File: src/rtl/connect_four_turn_ctrl.sv
// Connect Four game sequencer: owns the board, alternates human/AI turns,
// animates each drop one row per cycle and hands the placed cell to a win checker.
module connect_four_turn_ctrl #(
  parameter int ROWS       = 6,
  parameter int COLS       = 8,
  parameter int AI_TIMEOUT = 64
) (
  input  logic                     clk,
  input  logic                     reset,
  input  logic                     start_game,
  input  logic                     ai_enable,
  input  logic                     btn_left,
  input  logic                     btn_right,
  input  logic                     btn_drop,
  output logic                     ai_start,
  input  logic                     ai_done,
  input  logic [2:0]               ai_col,
  output logic                     win_check,
  output logic [2:0]               win_row,
  output logic [2:0]               win_col,
  input  logic                     win_valid,
  input  logic                     win_found,
  output logic [2*ROWS*COLS-1:0]   board,
  output logic [2:0]               cursor,
  output logic [1:0]               cur_player,
  output logic                     game_over,
  output logic [1:0]               winner
);

  localparam int CELLS = ROWS * COLS;
  localparam int TW    = $clog2(AI_TIMEOUT + 1);

  localparam logic [1:0] EMPTY = 2'b00;
  localparam logic [1:0] P1    = 2'b01;
  localparam logic [1:0] P2    = 2'b10;

  typedef enum logic [2:0] {
    IDLE, INPUT_HUMAN, INPUT_AI, DROP, CHECK, SWITCH, GAME_OVER
  } state_t;

  state_t                              state_q, state_d;
  logic [ROWS-1:0][COLS-1:0][1:0]      cells_q, cells_d;
  logic [2:0]                          cursor_q, cursor_d;
  logic [1:0]                          player_q, player_d;
  logic [5:0]                          move_cnt_q, move_cnt_d;
  logic                                ai_en_q, ai_en_d;
  logic [TW-1:0]                       timer_q, timer_d;
  logic [2:0]                          drop_col_q, drop_col_d;
  logic [2:0]                          drop_row_q, drop_row_d;
  logic [2:0]                          win_row_q, win_row_d;
  logic [2:0]                          win_col_q, win_col_d;
  logic                                win_check_q, win_check_d;
  logic                                game_over_q, game_over_d;
  logic [1:0]                          winner_q, winner_d;

  logic [2:0] fallback_col;
  logic       ai_col_ok;
  logic [2:0] ai_pick;

  // Descending scan so the lowest-index non-full column wins.
  always_comb begin
    fallback_col = '0;
    for (int c = COLS - 1; c >= 0; c--) begin
      if (cells_q[0][c] == EMPTY) fallback_col = 3'(c);
    end
  end

  assign ai_col_ok = (int'(ai_col) < COLS) && (cells_q[0][ai_col] == EMPTY);
  assign ai_pick   = ai_col_ok ? ai_col : fallback_col;

  // NOTE: every next-state value gets its default first so no path leaves it unassigned (no latches).
  always_comb begin
    state_d     = state_q;
    cells_d     = cells_q;
    cursor_d    = cursor_q;
    player_d    = player_q;
    move_cnt_d  = move_cnt_q;
    ai_en_d     = ai_en_q;
    timer_d     = timer_q;
    drop_col_d  = drop_col_q;
    drop_row_d  = drop_row_q;
    win_row_d   = win_row_q;
    win_col_d   = win_col_q;
    win_check_d = 1'b0;
    game_over_d = game_over_q;
    winner_d    = winner_q;

    if (start_game) begin
      cells_d     = '0;
      move_cnt_d  = '0;
      cursor_d    = '0;
      player_d    = P1;
      game_over_d = 1'b0;
      winner_d    = EMPTY;
      ai_en_d     = ai_enable;
      state_d     = INPUT_HUMAN;
    end else begin
      case (state_q)
        INPUT_HUMAN: begin
          // An accepted drop uses the pre-move cursor and swallows any move.
          if (btn_drop && cells_q[0][cursor_q] == EMPTY) begin
            drop_col_d = cursor_q;
            drop_row_d = 3'(ROWS - 1);
            state_d    = DROP;
          end else if (btn_left && !btn_right) begin
            cursor_d = (cursor_q == 3'd0) ? 3'(COLS - 1) : cursor_q - 3'd1;
          end else if (btn_right && !btn_left) begin
            cursor_d = (cursor_q == 3'(COLS - 1)) ? 3'd0 : cursor_q + 3'd1;
          end
        end

        INPUT_AI: begin
          timer_d = timer_q + 1'b1;
          if (ai_done) begin
            drop_col_d = ai_pick;
            cursor_d   = ai_pick;
            drop_row_d = 3'(ROWS - 1);
            state_d    = DROP;
          end else if (timer_q == TW'(AI_TIMEOUT - 1)) begin
            drop_col_d = fallback_col;
            cursor_d   = fallback_col;
            drop_row_d = 3'(ROWS - 1);
            state_d    = DROP;
          end
        end

        DROP: begin
          if (cells_q[drop_row_q][drop_col_q] == EMPTY) begin
            cells_d[drop_row_q][drop_col_q] = player_q;
            win_row_d   = drop_row_q;
            win_col_d   = drop_col_q;
            win_check_d = 1'b1;
            if (move_cnt_q != 6'(CELLS)) move_cnt_d = move_cnt_q + 6'd1;
            state_d     = CHECK;
          end else begin
            drop_row_d = drop_row_q - 3'd1;
          end
        end

        CHECK: begin
          if (win_valid) begin
            if (win_found) begin
              winner_d    = player_q;
              game_over_d = 1'b1;
              state_d     = GAME_OVER;
            end else if (move_cnt_q == 6'(CELLS)) begin
              winner_d    = EMPTY;
              game_over_d = 1'b1;
              state_d     = GAME_OVER;
            end else begin
              state_d = SWITCH;
            end
          end
        end

        SWITCH: begin
          player_d = (player_q == P1) ? P2 : P1;
          if (player_q == P1 && ai_en_q) begin
            timer_d = '0;
            state_d = INPUT_AI;
          end else begin
            state_d = INPUT_HUMAN;
          end
        end

        IDLE, GAME_OVER: ;
        default: state_d = IDLE;
      endcase
    end
  end

  // NOTE: the board is a register array, not a RAM, so it is cleared by reset like any other state.
  always_ff @(posedge clk or negedge reset) begin
    if (!reset) begin
      state_q     <= IDLE;
      cells_q     <= '0;
      cursor_q    <= '0;
      player_q    <= P1;
      move_cnt_q  <= '0;
      ai_en_q     <= 1'b0;
      timer_q     <= '0;
      drop_col_q  <= '0;
      drop_row_q  <= '0;
      win_row_q   <= '0;
      win_col_q   <= '0;
      win_check_q <= 1'b0;
      game_over_q <= 1'b0;
      winner_q    <= EMPTY;
    end else begin
      // NOTE: non-blocking so every register samples the pre-edge values together.
      state_q     <= state_d;
      cells_q     <= cells_d;
      cursor_q    <= cursor_d;
      player_q    <= player_d;
      move_cnt_q  <= move_cnt_d;
      ai_en_q     <= ai_en_d;
      timer_q     <= timer_d;
      drop_col_q  <= drop_col_d;
      drop_row_q  <= drop_row_d;
      win_row_q   <= win_row_d;
      win_col_q   <= win_col_d;
      win_check_q <= win_check_d;
      game_over_q <= game_over_d;
      winner_q    <= winner_d;
    end
  end

  assign ai_start   = (state_q == INPUT_AI);
  assign win_check  = win_check_q;
  assign win_row    = win_row_q;
  assign win_col    = win_col_q;
  assign board      = cells_q;
  assign cursor     = cursor_q;
  assign cur_player = player_q;
  assign game_over  = game_over_q;
  assign winner     = winner_q;

endmodule

File: config.mk
export PLATFORM = sky130hd
export DESIGN_NAME = connect_four_turn_ctrl
export DESIGN_NICKNAME = d
export VERILOG_FILES = /design/src/rtl/connect_four_turn_ctrl.sv
export SDC_FILE = /design/constraint.sdc
export NUM_CORES = 1
export LEC_CHECK = 0
export ABC_CLOCK_PERIOD_IN_PS = 4400
export BUFFER_PORTS_ARGS = -buffer_cell sky130_fd_sc_hd__buf_4
export CAP_MARGIN = 20
export CORE_MARGIN = 3
export CORE_UTILIZATION = 25
export CTS_CLUSTER_DIAMETER = 50
export CTS_CLUSTER_SIZE = 12
export DETAILED_ROUTE_END_ITERATION = 10
export MAX_ROUTING_LAYER = met4
export PLACE_DENSITY = 0.43
export SETUP_SLACK_MARGIN = 0.1
export SLEW_MARGIN = 20
export SYNTH_ARGS = -nofsm -noshare
export SYNTH_HDL_FRONTEND = slang
export SYNTH_SLANG_ARGS = --single-unit
File: constraint.sdc
create_clock -name clk -period 4.4 [get_ports clk]
set_input_delay 0.66 -clock clk [delete_from_list [all_inputs] [get_ports clk]]
set_output_delay 0.66 -clock clk [all_outputs]
set_load 0.05 [all_outputs]
# After elaboration in Yosys (flattened, before gate mapping)

Index checks and enable logic that the tools add are counted.

Bitwise operators: 1
Reductions and logical operators: 42
Mux-type cells: 73
Eq/ne operators: 22
$lt $le $gt $ge: 6
Add/subtract/negate cells: 5

Operators with widths:

| operator             | count |
|---|---|
| $mux W96             | 3 |
| $bwmux W96           | 1 |
| $mux W3              | 28 |
| $bmux W16 S3         | 1 |
| $demux W16 S3        | 1 |
| $mux W16             | 2 |
| $mux W2              | 15 |
| $mux W6              | 4 |
| $logic_not A2 Y1     | 11 |
| $bmux W2 S3          | 3 |
| $pmux W3 S6          | 1 |
| $lt A3 B4 Y1 const B | 4 |
| $reduce_bool A2 Y1   | 8 |
| $pmux W7 S2          | 1 |
| $eq A3 B3 Y1 const B | 4 |
| $ne A3 B3 Y1 const B | 4 |
| $pmux W3 S2          | 2 |
| $reduce_and A3 Y1    | 4 |
| $reduce_and A5 Y1    | 2 |
| $pmux W3 S3          | 1 |
| $reduce_bool A3 Y1   | 3 |
| $mux W1              | 8 |
| $ne A2 B2 Y1 const B | 4 |
| $reduce_and A4 Y1    | 2 |
| 22 further kinds     | 32 |

Output and inout bits: 112
Logic and storage cells: 210
Register bits after elaboration: 134

# Logic depth before layout (Yosys ltp)

Gate-level depths: netlist of run 1.

Word-level depth: 13
Gate-level depth with buffers: 12

# Worst setup path before layout of run 1

OpenSTA, ideal clock, no wires.

Kind: reg-to-reg
From: register cells_q (netlist bit board[68])
To: register win_row_q[2] (netlist: win_row[2])
Arrival time: 2.551 ns
Path buffers: 1
Library setup time: 0.125 ns
Stages on the path, launching flop included: 9
Slack: 1.724 ns
Cell sequence: dfrtp_1 nor4b_1 a221o_1 a21oi_1 o311a_2 nor4_4 nand4_4 buf_6 mux2_4

Word-level cells in the longest chain between the ends: 6

RTL lines:

| what                               | line | text |
|---|---|---|
| start, declared                    | 42   | `logic [ROWS-1:0][COLS-1:0][1:0] cells_q, cells_d;` |
| start signal, assigned             | 192  | `cells_q <= cells_d;` |
| $bmux W16 S3                       | 128  | `if (cells_q[drop_row_q][drop_col_q] == EMPTY) begin` |
| $mux W16 (implied by the code)     | 128  |  |
| $bmux W2 S3                        | 128  |  |
| $mux W2 (implied by the code)      | 128  |  |
| $logic_not A2 Y1                   | 128  |  |
| $reduce_and A3 Y1 (no source line) | n/a  |  |
| end signal, assigned               | 200  | `win_row_q <= win_row_d;` |
| end, declared                      | 50   | `logic [2:0] win_row_q, win_row_d;` |

No other way between the ends. The select of a mux whose other input is x is not followed.
A chain may end at the register's enable or synchronous reset.

# Worst setup path in the final report of run 1

From: register drop_row_q[2]
To: register cells_q (netlist bit board[35])

Word-level cells in the longest chain between the ends: 8
Elaborated cells on any way between the ends: 16
Classes of those cells: 2 x order compare; 10 x mux; 4 x reduce/logical

RTL lines:

| what                                                                      | line | text |
|---|---|---|
| start, declared                                                           | 49   | `logic [2:0] drop_row_q, drop_row_d;` |
| start signal, assigned                                                    | 199  | `drop_row_q <= drop_row_d;` |
| $lt A3 B4 Y1 (implied by the code) / $ge A3 B1 Y1 (equally long branches) | 129  | `cells_d[drop_row_q][drop_col_q] = player_q;` |
| $logic_and A1 B1 Y1 (implied by the code)                                 | 129  |  |
| $mux W16 (implied by the code)                                            | 129  |  |
| $demux W16 S3                                                             | 129  |  |
| $bwmux W96                                                                | 129  |  |
| $mux W96                                                                  | 128  |  |
| $mux W96                                                                  | 98   | `case (state_q)` |
| $mux W96                                                                  | 88   | `if (start_game) begin` |

Parallel ways exist; a longest one is shown, timed or not. The select of a mux whose other input is x is not followed.

==> results of run 1 <==
## routing by layer
metal / GRT usage [%] / part of all wire [%] / vias up
met5: - / 0 / -
met4: 4.628 / 1.5 / 0
met3: 3.096 / 4.0 / 25
met2: 25.51 / 44 / 172
met1: 25.68 / 50 / 3085
li1: - / - / 2876
## cell usage in the layout, fill, tap and decap left out, types with 4 or more instances in the layout
master     synthesis  layout
and2_1             6       6
and3_1             4       4
a41oi_1           17      17
clkbuf_16          0      17
a211oi_1           6       6
nor3b_1            4       4
ha_1               8       8
inv_6              0       6
buf_4              2     134
inv_1             94      94
xor2_1             5       5
o32ai_1           49      49
nand4_1            6       6
nand3_1           19      19
nor3_1            17      17
dfrtp_1          133     133
nand2_1           33      33
nor2_1            87      87
or2_2              6       6
o22ai_1           40      40
nor2b_1           13      13
mux2i_1            6       6
nand2b_1           9       9
mux2_2            11      11
o21ai_0           21      21
a2111oi_0          8       8
a311oi_1           5       5
a21oi_1           21      21
## stage by stage
stage	power (mW)	worst slack, ns
after floorplan	2.484	1.724
after global placement	2.884	1.015
after detailed placement	2.878	0.9572
after CTS	4.345	0.9226
after global routing	4.538	0.6819
final	4.310	0.9616
## worst max-delay path: cells and delay by family (launching register included)
family	cells	cell delay, ns
and+or+nand+nor	4	1.83
DFF	1	0.53
AOI/OAI and AO/OA	3	0.60
buffers and inverters	1	0.32
## flip-flops by register name, indices dropped and copies added, names as in the netlist, 3 cells and up
signal      count
state_q         3
timer_q         7
drop_col_q      3
move_cnt_q      6
cursor          3
win_row         3
board          96
win_col         3
drop_row_q      3
## path summary, 6_finish.rpt
path | from | end | slack (ns) | cells past startpoint
worst max-delay path | drop_row_q[2]$_DFFE_PN0P_ | board[35]$_DFFE_PN0P_ | 0.96 | 8
worst max register to register | drop_row_q[2]$_DFFE_PN0P_ | board[35]$_DFFE_PN0P_ | 0.96 | 8
worst min-delay path | reset | win_col[1]$_DFFE_PN0P_ | 0.29 | 1
worst min register to register | timer_q[6]$_DFFE_PN0P_ | timer_q[6]$_DFFE_PN0P_ | 0.48 | 1
min in group clk | ai_enable | ai_en_q$_DFFE_PN0P_ | 0.47 | 3
max in group asynchronous | reset | board[22]$_DFFE_PN0P_ | 3.19 | 2
## power by group through the flow
stage,registers (mW),clock network [mW],logic (mW)
3_3_place_gp,1.54,0,1.34
2_1_floorplan,1.57,0,0.911
5_1_grt,1.54,1.53,1.47
3_5_place_dp,1.54,0,1.34
4_1_cts,1.52,1.49,1.34
6_report,1.52,1.45,1.34
## cells by family after synthesis
| group | share of synthesized area, % |
|---|---|
| adders and majority gates | 1.435 |
| DFF | 48.10 |
| xor gates and xnor gates | 0.6279 |
| muxes | 3.660 |
| and+or+nand+nor | 16.16 |
| buffers and inverters | 9.096 |
| AOI/OAI and AO/OA | 20.92 |
## cell type report
class,count,area (um^2)
Multi-Input combinational cell,454,2985
Inverter,95,356.6
Timing Repair Buffer,136,1037
Sequential cell,134,3354
Clock inverter,15,160.2
Clock buffer,17,425.4
Fill cell,2911,18390
Tap cell,372,465.4
==> impl_metrics.py, run 1 <==
metrics = {
    "sta": {
        "slew_headroom_pct": 38.74,
        "period_minus_slack_ns": 3.438,
        "whs_ns": 0.2878,
        "worst_pin_slew_ns": 0.9155,
        "post-route-period-util_pct": 78.15,
        "finalSetupTns_ns": 0,
        "maxSlewViolCount": 0,
        "finalHoldViolCount": 0,
        "setup_violations": 0,
        "fin_skew_ns": 0.01726,
        "rsz0062_at_grt": "no",
        "fmax_mhz": 290.8,
    },
    "place": {
        "placement.io_buffers": 124,
        "placed_area_um2": 8199,
        "gp_congestion": 0.8340,
        "dpl.hpwl_um": 18370,
        "dp_cells": 1191,
    },
    "floorplan": {
        "die_w_um": 173.0,
        "initial_core_util_pct": 25.66,
        "coreArea_um2": 27180,
        "ios": 125,
        "die_h_um": 173.0,
        "die-area_um2": 29940,
        "rows": 60,
    },
    "clock_tree": {
        "cts_setup_buffers": 0,
        "cts-resized-gates": 0,
        "cts_root_buf": "clkbuf_16",
        "cts_tree": "done",
        "cts_hold_buf": 0,
        "cts-buffers-inserted": 17,
        "clock_latency_ns": 0.43,
        "clkSinkCount": 134,
        "clkTransAtPathRegs_ns": 0.07,
        "cts.path.max_buffers": 2,
        "htree_levels": 4,
    },
    "setup_path": {
        "crit_path_end_kind": "flip-flop",
        "cp.required_ns": 4.72,
        "arrival_ns": 3.76,
        "path_class": "flip-flop to flip-flop",
        "slowest_stage": "or3b_1",
        "cp_cell_sequence": "or3b_1 -> o22ai_1 -> or4_1 -> o311a_2 -> nor4_4 -> nand4_4 -> buf_12 -> o32ai_1",
        "path_max_fanout": 37,
        "start_kind": "flip-flop",
        "slowest_delay_ns": 0.57,
    },
    "drt": {
        "routed_wl_um": 25570,
        "vias": 6158,
        "post-route-drc-count": 0,
        "first_pass_iters": 6,
        "viasPerCell": 5.035,
        "drtIter0Drc": 368,
        "ant_nets": 0,
        "detail_route.wl_per_cell_um": 20.91,
    },
    "power_and_ir_drop": {
        "p_per_area_nw_per_um2": 490.6,
        "pwr-share-comb_pct": 31.1,
        "power_leakage_nw": 3.753,
        "seq_power_share_pct": 35.2,
        "intPower_mw": 2.542,
        "sw_frac_of_total_pct": 41.02,
        "irDropWorstVdd_mv": 0.2781,
        "pwr-share-clk_pct": 33.7,
        "switching_power_mw": 1.768,
    },
    "synth": {
        "synth.top_cell.area_share_pct": 47.72,
        "async_flop_share_pct": 100.0,
        "synth.avg_cell_area_um2": 9.502,
        "synthesis.area_um2": 6974,
        "synth_nets": 755,
        "synth-edff-count": 0,
        "synth_cells": 734,
        "ys_top_cells_by_area": "dfrtp_1 48%, o32ai_1 6.2%, inv_1 5.1%",
        "yosysMostFrequentCell": "dfrtp_1",
        "synth_warnings": 0,
        "seq_area_frac_synth_pct": 48.10,
        "synth-seq-cells": 134,
        "synth_top_area_cell": "dfrtp_1",
        "synthFlopType": "dfrtp_1",
        "ys_types": 63,
        "synth_common_cells": "133 x dfrtp_1, 94 x inv_1, 87 x nor2_1, 49 x o32ai_1, 40 x o22ai_1",
    },
    "status": {
        "status": "complete, no violations",
    },
    "finish": {
        "antennaDiodeCount": 0,
        "final_cell_area_um2": 8785,
        "syn_to_final_growth_pct": 25.96,
        "layout.cells.non_filler": 1223,
        "drive_above_1_share_pct": 23.27,
        "final_nets": 859,
        "final_util_pct": 32.32,
    },
    "global_routing": {
        "grt_max_degree": 79,
        "grt_overflow": 0,
        "grt_pass1_wl_um": 40200,
        "grt_pass1_vias": 6373,
        "grt.total_usage_pct": 17.72,
        "antenna_found_initial": 0,
    },
    "min_path": {
        "holdCritPathClass": "input port to async pin",
    },
    "flow_run": {
        "drv_cap": 0,
    },
}
(Power assumes the default switching activity.)
==> inputs of run 2 (changes only) <==
Settings changed: ABC_CLOCK_PERIOD_IN_PS 4400 to 2750, PLACE_DENSITY 0.43 to 0.45.
Clock period 4.4 ns to 2.75 ns, I/O delays scaled along.
==> run 2 against run 1 <==
The run now ends with negative setup slack left. Clock skew down 0.00099 ns. Sequential share of layout area down 6.6 points. Clock-buffer cell count up 1. Core utilization up 6.9 points. Worst hold slack worse by 0.094 ns. Largest cell class is now multi-input combinational cells. Die area unchanged. Register-to-register slack worse by 1.0 ns. Global-route usage up 0.89 points. Critical path depth up 4. Flip-flop and latch count unchanged. Sequential power up 54%. Largest power group is now combinational logic.
==> impl_metrics.py, run 2 (synthesized netlist as in run 1, its figures left out) <==
metrics = {
    "status": {
        "status": "complete, but fails checks",
        "violations": "negative setup slack",
    },
    "drt": {
        "detail_route.wl_per_cell_um": 21.59,
        "drtIter0Drc": 508,
        "routed_wl_um": 28060,
        "post-route-drc-count": 0,
        "viasPerCell": 5.130,
        "ant_nets": 0,
        "first_pass_iters": 5,
        "vias": 6669,
    },
    "floorplan": {
        "die-area_um2": 29940,
        "die_w_um": 173.0,
        "ios": 125,
        "rows": 60,
        "coreArea_um2": 27180,
        "initial_core_util_pct": 25.66,
        "die_h_um": 173.0,
    },
    "power_and_ir_drop": {
        "p_per_area_nw_per_um2": 792.9,
        "irDropWorstVdd_mv": 0.4207,
        "fin_total_pwr_mw": 8.443,
        "power_leakage_nw": 4.399,
    },
    "sta": {
        "post-route-period-util_pct": 102.3,
        "fmax_mhz": 355.4,
        "fin_skew_ns": 0.01626,
        "finalHoldViolCount": 0,
        "period_minus_slack_ns": 2.814,
        "rsz0062_at_grt": "yes",
        "setup_slack_ns": -0.06399,
        "setup_violations": 41,
        "slew_headroom_pct": 47.20,
        "maxSlewViolCount": 0,
        "worst_pin_slew_ns": 0.7920,
    },
    "finish": {
        "layout_commonest_cell": "buf_4",
        "layout.cells.non_filler": 1300,
        "syn_to_final_growth_pct": 52.69,
        "antennaDiodeCount": 0,
        "final_cell_mix": "183 x buf_4, 129 x dfrtp_1, 94 x inv_1",
        "drive_above_1_share_pct": 43.43,
        "fillCellCount": 2746,
        "largest_reg_flops": 96,
        "final_nets": 937,
    },
    "global_routing": {
        "grt_overflow": 0,
        "grt_pass1_vias": 6728,
        "grt_max_degree": 56,
        "grt.total_usage_pct": 18.61,
        "antenna_found_initial": 0,
        "grt_pass1_wl_um": 42000,
    },
    "clock_tree": {
        "cts_root_buf": "clkbuf_16",
        "cts.path.max_buffers": 2,
        "clkTransAtPathRegs_ns": 0.06,
        "cts_tree": "done",
        "clkSinkCount": 134,
        "cts-buffers-inserted": 17,
        "clock_latency_ns": 0.44,
        "htree_levels": 4,
    },
    "min_path": {
        "min_to": "ai_en_q$_DFFE_PN0P_",
        "hold_depth": 3,
        "hold_start": "ai_enable",
        "holdCritPathClass": "input port to flip-flop",
    },
    "setup_path": {
        "rrSetupSlack_ns": -0.06,
        "crit_path_end_kind": "flip-flop",
        "arrival_ns": 3.13,
        "path_class": "flip-flop to flip-flop",
        "path_max_fanout": 8,
        "start_kind": "flip-flop",
        "cp.required_ns": 3.06,
        "r2r_start": "drop_row_q[0]$_DFFE_PN0P_",
        "r2r_cells": 12,
        "regToRegEndpoint": "win_row[1]$_DFFE_PN0P_",
    },
    "place": {
        "gp_congestion": 0.8580,
        "placement.io_buffers": 124,
        "dp_cells": 1246,
        "dpl.hpwl_um": 19290,
    },
    "flow_run": {
        "drv_cap": 0,
    },
}
==> run 2: worst max path at each step <==
| stage | start | end |
|---|---|---|
| after floorplan | board[44]$_DFFE_PN0P_ | win_row[2]$_DFFE_PN0P_ |
| final | drop_row_q[0]$_DFFE_PN0P_ | win_row[1]$_DFFE_PN0P_ |
| after detailed placement | drop_row_q[1]$_DFFE_PN0P_ | state_q[1]$_DFFE_PN0P_ |
| after global placement | drop_row_q[1]$_DFFE_PN0P_ | drop_row_q[0]$_DFFE_PN0P_ |
| after global routing | drop_row_q[0]$_DFFE_PN0P_ | win_row[1]$_DFFE_PN0P_ |
| after CTS | drop_row_q[0]$_DFFE_PN0P_ | win_row[2]$_DFFE_PN0P_ |
==> run 2: power by group <==
| group | switching (mW) | total [mW] | internal, mW |
|---|---|---|---|
| combinational | 2.16 | 3.72 | 1.56 |
| clock | 0.952 | 2.39 | 1.43 |
| sequential | 0.215 | 2.34 | 2.13 |
==> run 2: through the flow <==
step | instance area (um^2) | setup slack, ns | utilization (%) | setup TNS [ns] | hold WS (ns)
2_1_floorplan | 6975 | 0.1391 | - | 0 | 0.1169
3_3_place_gp | 8663 | -0.2597 | 31.88 | -10.90 | 0.4284
3_5_place_dp | 8663 | -0.2314 | 31.88 | -9.239 | 0.4285
4_1_cts | 9971 | -0.05684 | 36.69 | -1.444 | 0.1806
5_1_grt | 10650 | -0.09854 | 39.19 | -5.098 | 0.1927
6_report | 10650 | -0.06399 | 39.19 | -0.9640 | 0.1939
==> run 2: what timing repair did <==
item	4_1_cts	5_1_grt
gates resized for setup	99	81
hold buffers	1	0
setup buffers	13	2
endpoints found under the setup margin	115	115
pin swaps	18	25
hold endpoints to repair	51	0
gates cloned	2	5
==> run 2: metal layers <==
| metal | track usage [%] | wire length (um) | vias up |
|---|---|---|---|
| li1 | - | - | 3020 |
| met1 | 27.42 | 13860 | 3401 |
| met2 | 26.06 | 12460 | 222 |
| met3 | 3.382 | 1382 | 26 |
| met4 | 5.034 | 366 | 0 |
| met5 | - | 0 | - |
==> run 2: layout make-up <==
type / instances / area (um^2) / share of cell area [%]
multi-input combinational: 454 / 3939 / 36.99
sequential: 134 / 3359 / 31.55
timing repair buffer: 214 / 1927 / 18.09
tap: 372 / 465.4 / 4.371
clock buffer: 18 / 429.2 / 4.030
inverter: 95 / 356.6 / 3.349
clock inverter: 13 / 172.7 / 1.621
==> run 2: worst max-delay path: stages, from the launching register on <==
cell and delay (ns):
dfrtp_2 0.48, buf_6 0.16, buf_12 0.12, nand2b_4 0.07, buf_6 0.10, a311oi_2 0.04, or4_1 0.51, o311a_4 0.15
nor4_4 0.28, nand4_4 0.14, buf_12 0.20, clkbuf_16 0.17, mux2_2 0.26
